[config.mk]
export PLATFORM = sky130hd
export DESIGN_NAME = audio_tone_source
export DESIGN_NICKNAME = d
export VERILOG_FILES = /design/src/rtl/audio_tone_source.sv
export SDC_FILE = /design/constraint.sdc
export NUM_CORES = 1
export LEC_CHECK = 0
export CAP_MARGIN = 20
export CORE_UTILIZATION = 61
export DETAILED_ROUTE_END_ITERATION = 8
export GPL_TIMING_DRIVEN = 0
export PLACE_DENSITY = 0.83
export SYNTH_ARGS = -nofsm -noshare
export SYNTH_HDL_FRONTEND = slang
export SYNTH_SLANG_ARGS = --single-unit
export TNS_END_PERCENT = 10
[constraint.sdc]
create_clock -name clk -period 7.5 [get_ports clk]
set_clock_uncertainty 0.15 [all_clocks]
set_input_delay 0.75 -clock clk [delete_from_list [all_inputs] [get_ports clk]]
set_output_delay 0.75 -clock clk [all_outputs]
set_load 0.02 [all_outputs]
[src/rtl/audio_tone_source.sv]
// Test-tone PCM source for the HDMI audio path.
// Phase-accumulator oscillator with click-free gain ramping.
module audio_tone_source #(
  parameter int PHASE_WIDTH  = 24,
  parameter bit RIGHT_INVERT = 1'b0
) (
  input  logic                   clk,
  input  logic                   rst_n,
  input  logic                   enable,
  input  logic [PHASE_WIDTH-1:0] phase_step,
  input  logic [7:0]             volume,
  input  logic [1:0]             waveform,
  input  logic                   sample_strobe,
  output logic signed [15:0]     sample_left,
  output logic signed [15:0]     sample_right,
  output logic                   active
);

  typedef enum logic [1:0] {
    IDLE,
    RAMP_UP,
    PLAY,
    RAMP_DOWN
  } state_e;

  state_e state_q, state_d;

  logic [PHASE_WIDTH-1:0] phase_q, phase_d;
  logic [7:0]             gain_q, gain_d;
  logic [1:0]             wave_sel_q, wave_sel_d;
  logic signed [15:0]     left_q, left_d;
  logic signed [15:0]     right_q, right_d;

  logic [PHASE_WIDTH:0]   sum;
  logic                   wrap;
  logic [7:0]             gain_inc;
  logic [15:0]            t;
  logic signed [15:0]     wave;
  logic signed [24:0]     prod;
  logic signed [24:0]     shifted;
  logic signed [15:0]     left_calc;
  logic signed [15:0]     right_calc;

  assign sum      = {1'b0, phase_q} + {1'b0, phase_step};
  assign wrap     = sum[PHASE_WIDTH];
  assign gain_inc = (gain_q == 8'hff) ? 8'hff : gain_q + 8'd1;
  assign t        = phase_q[PHASE_WIDTH-1 -: 16];

  // Waveform shape from the top 16 phase bits
  always_comb begin
    wave = '0;
    unique case (wave_sel_q)
      2'd0: wave = t[15] ? 16'sh8000 : 16'sh7fff;
      2'd1: wave = t[15] ? ({~t[14:0], 1'b0} ^ 16'h8000)
                         : ({t[14:0], 1'b0} ^ 16'h8000);
      2'd2: wave = t ^ 16'h8000;
      default: wave = '0;
    endcase
  end

  // Gain scaling with floor rounding; result always fits 16 bits
  always_comb begin
    prod       = wave * $signed({1'b0, gain_q});
    shifted    = prod >>> 8;
    left_calc  = shifted[15:0];
    right_calc = left_calc;
    if (RIGHT_INVERT) begin
      right_calc = (left_calc == 16'sh8000) ? 16'sh7fff : -left_calc;
    end
  end

  // FSM state register
  always_ff @(posedge clk or negedge rst_n) begin
    if (!rst_n) begin
      state_q <= IDLE;
    end else begin
      state_q <= state_d;
    end
  end

  // FSM next-state logic
  always_comb begin
    state_d = state_q;
    unique case (state_q)
      IDLE: begin
        if (enable) state_d = RAMP_UP;
      end
      RAMP_UP: begin
        if (!enable) begin
          state_d = RAMP_DOWN;
        end else if (sample_strobe ? (gain_inc >= volume)
                                   : (volume < gain_q)) begin
          state_d = PLAY;
        end
      end
      PLAY: begin
        if (!enable) state_d = RAMP_DOWN;
      end
      RAMP_DOWN: begin
        if (enable) begin
          state_d = RAMP_UP;
        end else if (gain_q == 8'd0) begin
          state_d = IDLE;
        end else if (sample_strobe && gain_q == 8'd1) begin
          state_d = IDLE;
        end
      end
      default: state_d = IDLE;
    endcase
  end

  // FSM outputs
  always_comb begin
    active = (state_q != IDLE);
  end

  // Per-sample datapath: sample from pre-update phase/gain, then advance
  always_comb begin
    phase_d    = phase_q;
    gain_d     = gain_q;
    wave_sel_d = wave_sel_q;
    left_d     = left_q;
    right_d    = right_q;
    if (state_q == IDLE) begin
      wave_sel_d = waveform;
      if (sample_strobe) begin
        left_d  = '0;
        right_d = '0;
      end
    end else if (sample_strobe) begin
      left_d  = left_calc;
      right_d = right_calc;
      phase_d = sum[PHASE_WIDTH-1:0];
      if (wrap) wave_sel_d = waveform;
      unique case (state_q)
        RAMP_UP: gain_d = gain_inc;
        PLAY: begin
          if (gain_q < volume) begin
            gain_d = gain_q + 8'd1;
          end else if (gain_q > volume) begin
            gain_d = gain_q - 8'd1;
          end
        end
        RAMP_DOWN: begin
          if (gain_q != 8'd0) gain_d = gain_q - 8'd1;
        end
        default: gain_d = gain_q;
      endcase
    end
    if (state_d == IDLE) phase_d = '0;
  end

  // Datapath registers
  always_ff @(posedge clk or negedge rst_n) begin
    if (!rst_n) begin
      phase_q    <= '0;
      gain_q     <= '0;
      wave_sel_q <= '0;
      left_q     <= '0;
      right_q    <= '0;
    end else begin
      phase_q    <= phase_d;
      gain_q     <= gain_d;
      wave_sel_q <= wave_sel_d;
      left_q     <= left_d;
      right_q    <= right_d;
    end
  end

  assign sample_left  = left_q;
  assign sample_right = right_q;

endmodule
==> out/qor.csv <==
stage,metric,value,unit
outcome,status,completed,
detailed_routing,DR DRC count,0,
die,DIE WIDTH,123,µm
synthesis,predominant post-synthesis flop cell,dfrtp_1,
synthesis,Synth Area in Simple Gates,0.164,
grt,pin count of the biggest net entering global routing,36,
timing,total negative slack,0,ns
synthesis,synth warn,0,
min_path,Hold Path Class,in -> async,
placed_design,I/O Buffers,68,
die,Ports,71,
timing,highest clock rate,151,MHz
critical_path,reg2reg start,phase_q[23]$_DFFE_PN0P_,
synthesis,mux cell area share after synthesis,0.0291,
die,Initial Util,0.634,
synthesis,cell taking the most area after synthesis,fa_1,
critical_path,logic depth of the worst register-to-register path,21,
timing,RSZ-0062 raised after global routing,false,
synthesis,Synth Area in Compound Gates,0.169,
grt,number of antenna violations at the first check in global routing,0,
placed_design,gpl congestion,0.933,
job,Max Cap Violations,0,
cells_and_area,fillers,1157,
cells_and_area,nets,1366,
detailed_routing,drt pass-1 iters,6,
die,die area,0.0151,mm²
critical_path,Critical Path AT,6.70,ns
clocking,TritonCTS Buffers,5,
timing,Tmin final,6.63,ns
detailed_routing,DR iter-0 viols,646,
synthesis,syn avg cell area,8.39,µm²
critical_path,required time worst endpoint,7.56,ns
detailed_routing,DRT antenna net count,0,
detailed_routing,post-DR wirelength/cell,16.7,µm
critical_path,capture point of the worst reg-to-reg path,sample_right[13]$_DFFE_PN0P_,
synthesis,share of flip-flops with an asynchronous set or reset,1.00,
synthesis,number of flops mapped to enable cells by yosys,0,
detailed_routing,final WL,22000,µm
clocking,post_cts resized,0,
synthesis,sequential area share after synthesis,0.146,
synthesis,Syn Nets,1290,
synthesis,cells after synthesis,1066,
clocking,CTS tree,built,
cells_and_area,Area growth syn-to-layout,12.0,%
timing,final cycle utilization of the critical path,0.884,
clocking,deepest clock path buffer count,2,
critical_path,Critical Path Start Type,register,
synthesis,number of library cell types mapped by synthesis,70,
synthesis,post-synthesis adder-cell area fraction,0.344,
critical_path,Critical Path Fanout Max,10,
timing,worst rel slew slack,0.434,
synthesis,synth top area cells,"fa_1, dfrtp_1, ha_1",
die,row cnt,43,
critical_path,Crit. End Element,register,
grt,vias in the first global route,7663,
synthesis,top cell type's share of synthesized area,0.224,
synthesis,Synth Cell Area,0.00894,mm²
clocking,post-CTS setup buffers,0,
clocking,# clock sinks,52,
synthesis,"flops & latches, synth",52,
grt,GRT overflow,0,
die,die extent in y,123,µm
die,Core Area,0.0141,mm²
clocking,H-Tree Level Count,2,
timing,Slew @ Worst Pin,0.849,ns
grt,first-pass GRT wire length,37000,µm
critical_path,R2R setup slack,0.87,ns
timing,setup violators final,0,
clocking,Root Buffer,clkbuf_16,
clocking,worst-skew pair later-pin latency,0.32,ns
cells_and_area,n_diodes,0,
clocking,"Clk pin slew, worst setup/hold paths",0.08,ns
timing,"Slew Viols, Final",0,
synthesis,Synth Area in XOR/XNOR,0.0421,
placed_design,DP Wirelength,17500,µm
grt,overall routing resource usage,0.318,
critical_path,critical path class,reg -> reg,
cells_and_area,most common library cell in the layout ignoring fill and taps,inv_1,
detailed_routing,routed vias/inst,5.81,
synthesis,largest family of logic cells by synthesized area,adder cells,
cells_and_area,share of cells above drive strength 1,0.0595,
detailed_routing,Vias,7693,
cells_and_area,"commonest non-fill, non-tap cells in the layout","inv_1, nand2_1, fa_1",
timing,"Hold Vio Cnt, Final",0,
clocking,cts hold-fix bufs,0,
[state kept, by name, indices dropped and copies added, names as in the netlist]
register and cells:
phase_q 24, sample_right 16, gain_q 8, state_q 2, wave_sel_q 2
[per-layer routing]
| metal | global-route usage | wire, µm |
|---|---|---|
| met5 | 0 | 0 |
| met4 | 0.107 | 516 |
| met3 | 0.0521 | 1650 |
| met2 | 0.534 | 10500 |
| met1 | 0.419 | 9350 |
[through the flow]
| step | hold slack, ns | area [µm²] | instances | util | setup WS [ns] |
|---|---|---|---|---|---|
| floorplan | 0.304 | 8940 | 1066 | - | 1.71 |
| global placement | 0.356 | 9850 | 1314 | 0.699 | 1.01 |
| detailed placement | 0.361 | 9860 | 1315 | 0.700 | 0.980 |
| CTS | 0.231 | 10000 | 1323 | 0.710 | 0.945 |
| global route | 0.255 | 10000 | 1323 | 0.710 | 0.429 |
| finish | 0.225 | 10000 | 1323 | 0.710 | 0.867 |
[how the worst max path moves through the flow]
stage | startpoint | end | depth (start not counted)
2_1_floorplan | phase_q[23]$_DFFE_PN0P_ | sample_right[10]$_DFFE_PN0P_ | 21
3_3_place_gp | wave_sel_q[1]$_DFFE_PN0P_ | sample_right[13]$_DFFE_PN0P_ | 21
3_5_place_dp | wave_sel_q[1]$_DFFE_PN0P_ | sample_right[13]$_DFFE_PN0P_ | 21
4_1_cts | wave_sel_q[1]$_DFFE_PN0P_ | sample_right[13]$_DFFE_PN0P_ | 21
5_1_grt | wave_sel_q[1]$_DFFE_PN0P_ | sample_right[13]$_DFFE_PN0P_ | 22
6_report | phase_q[23]$_DFFE_PN0P_ | sample_right[13]$_DFFE_PN0P_ | 21
[worst max-delay path, cell delays in order (launching register included)]
cell and delay (ns):
dfrtp_1 0.41, buf_4 0.18, nor2_1 0.26, clkbuf_1 0.39
a21oi_1 0.08, o22ai_1 0.61, and2_1 0.25, fa_1 0.44
fa_1 0.49, fa_1 0.58, inv_1 0.06, fa_1 0.53
inv_1 0.04, ha_1 0.36, a21o_1 0.18, a21o_1 0.16
a2111oi_0 0.37, o21ai_0 0.18, a21oi_2 0.28, o21bai_1 0.12
xor2_1 0.15, a31o_2 0.24
[cells by family after synthesis]
group | Yosys count
buffers and inverters | 232
xor gates and xnor gates | 43
AOI/OAI and AO/OA | 220
adders and majority gates | 186
muxes | 24
and+or+nand+nor | 309
DFF | 52
[cell type report]
cell class | count | area [µm²] | share of cell area
multi-input combinational | 782 | 6690 | 0.669
clock inverter | 3 | 25.0 | 0.00250
timing repair buffer | 69 | 696 | 0.0695
tap | 180 | 225 | 0.0225
sequential | 52 | 1300 | 0.130
buffer | 63 | 312 | 0.0311
clock buffer | 5 | 125 | 0.0125
inverter | 169 | 634 | 0.0634
[synth_stat cells, types with 4 or more instances]
cell type  count
inv_1        168
nand2_1      131
fa_1         100
ha_1          86
a21oi_1       71
dfrtp_1       52
nor2_1        52
and2_1        45
clkbuf_1      40
o22ai_1       27
xnor2_1       25
o21ai_0       24
nand3_1       19
a21o_1        18
xor2_1        18
buf_4         17
mux2_2        16
nor2b_1       14
nand2b_1      11
a31oi_1       10
a211oi_1       9
nor3_1         9
mux2i_1        8
o21bai_1       8
and3_1         6
o21a_1         6
nand4_1        5
o211ai_1       5
o31ai_1        4
Power is not shown: default switching activity piles up to over one toggle a cycle in this logic, so the estimate is an artifact.
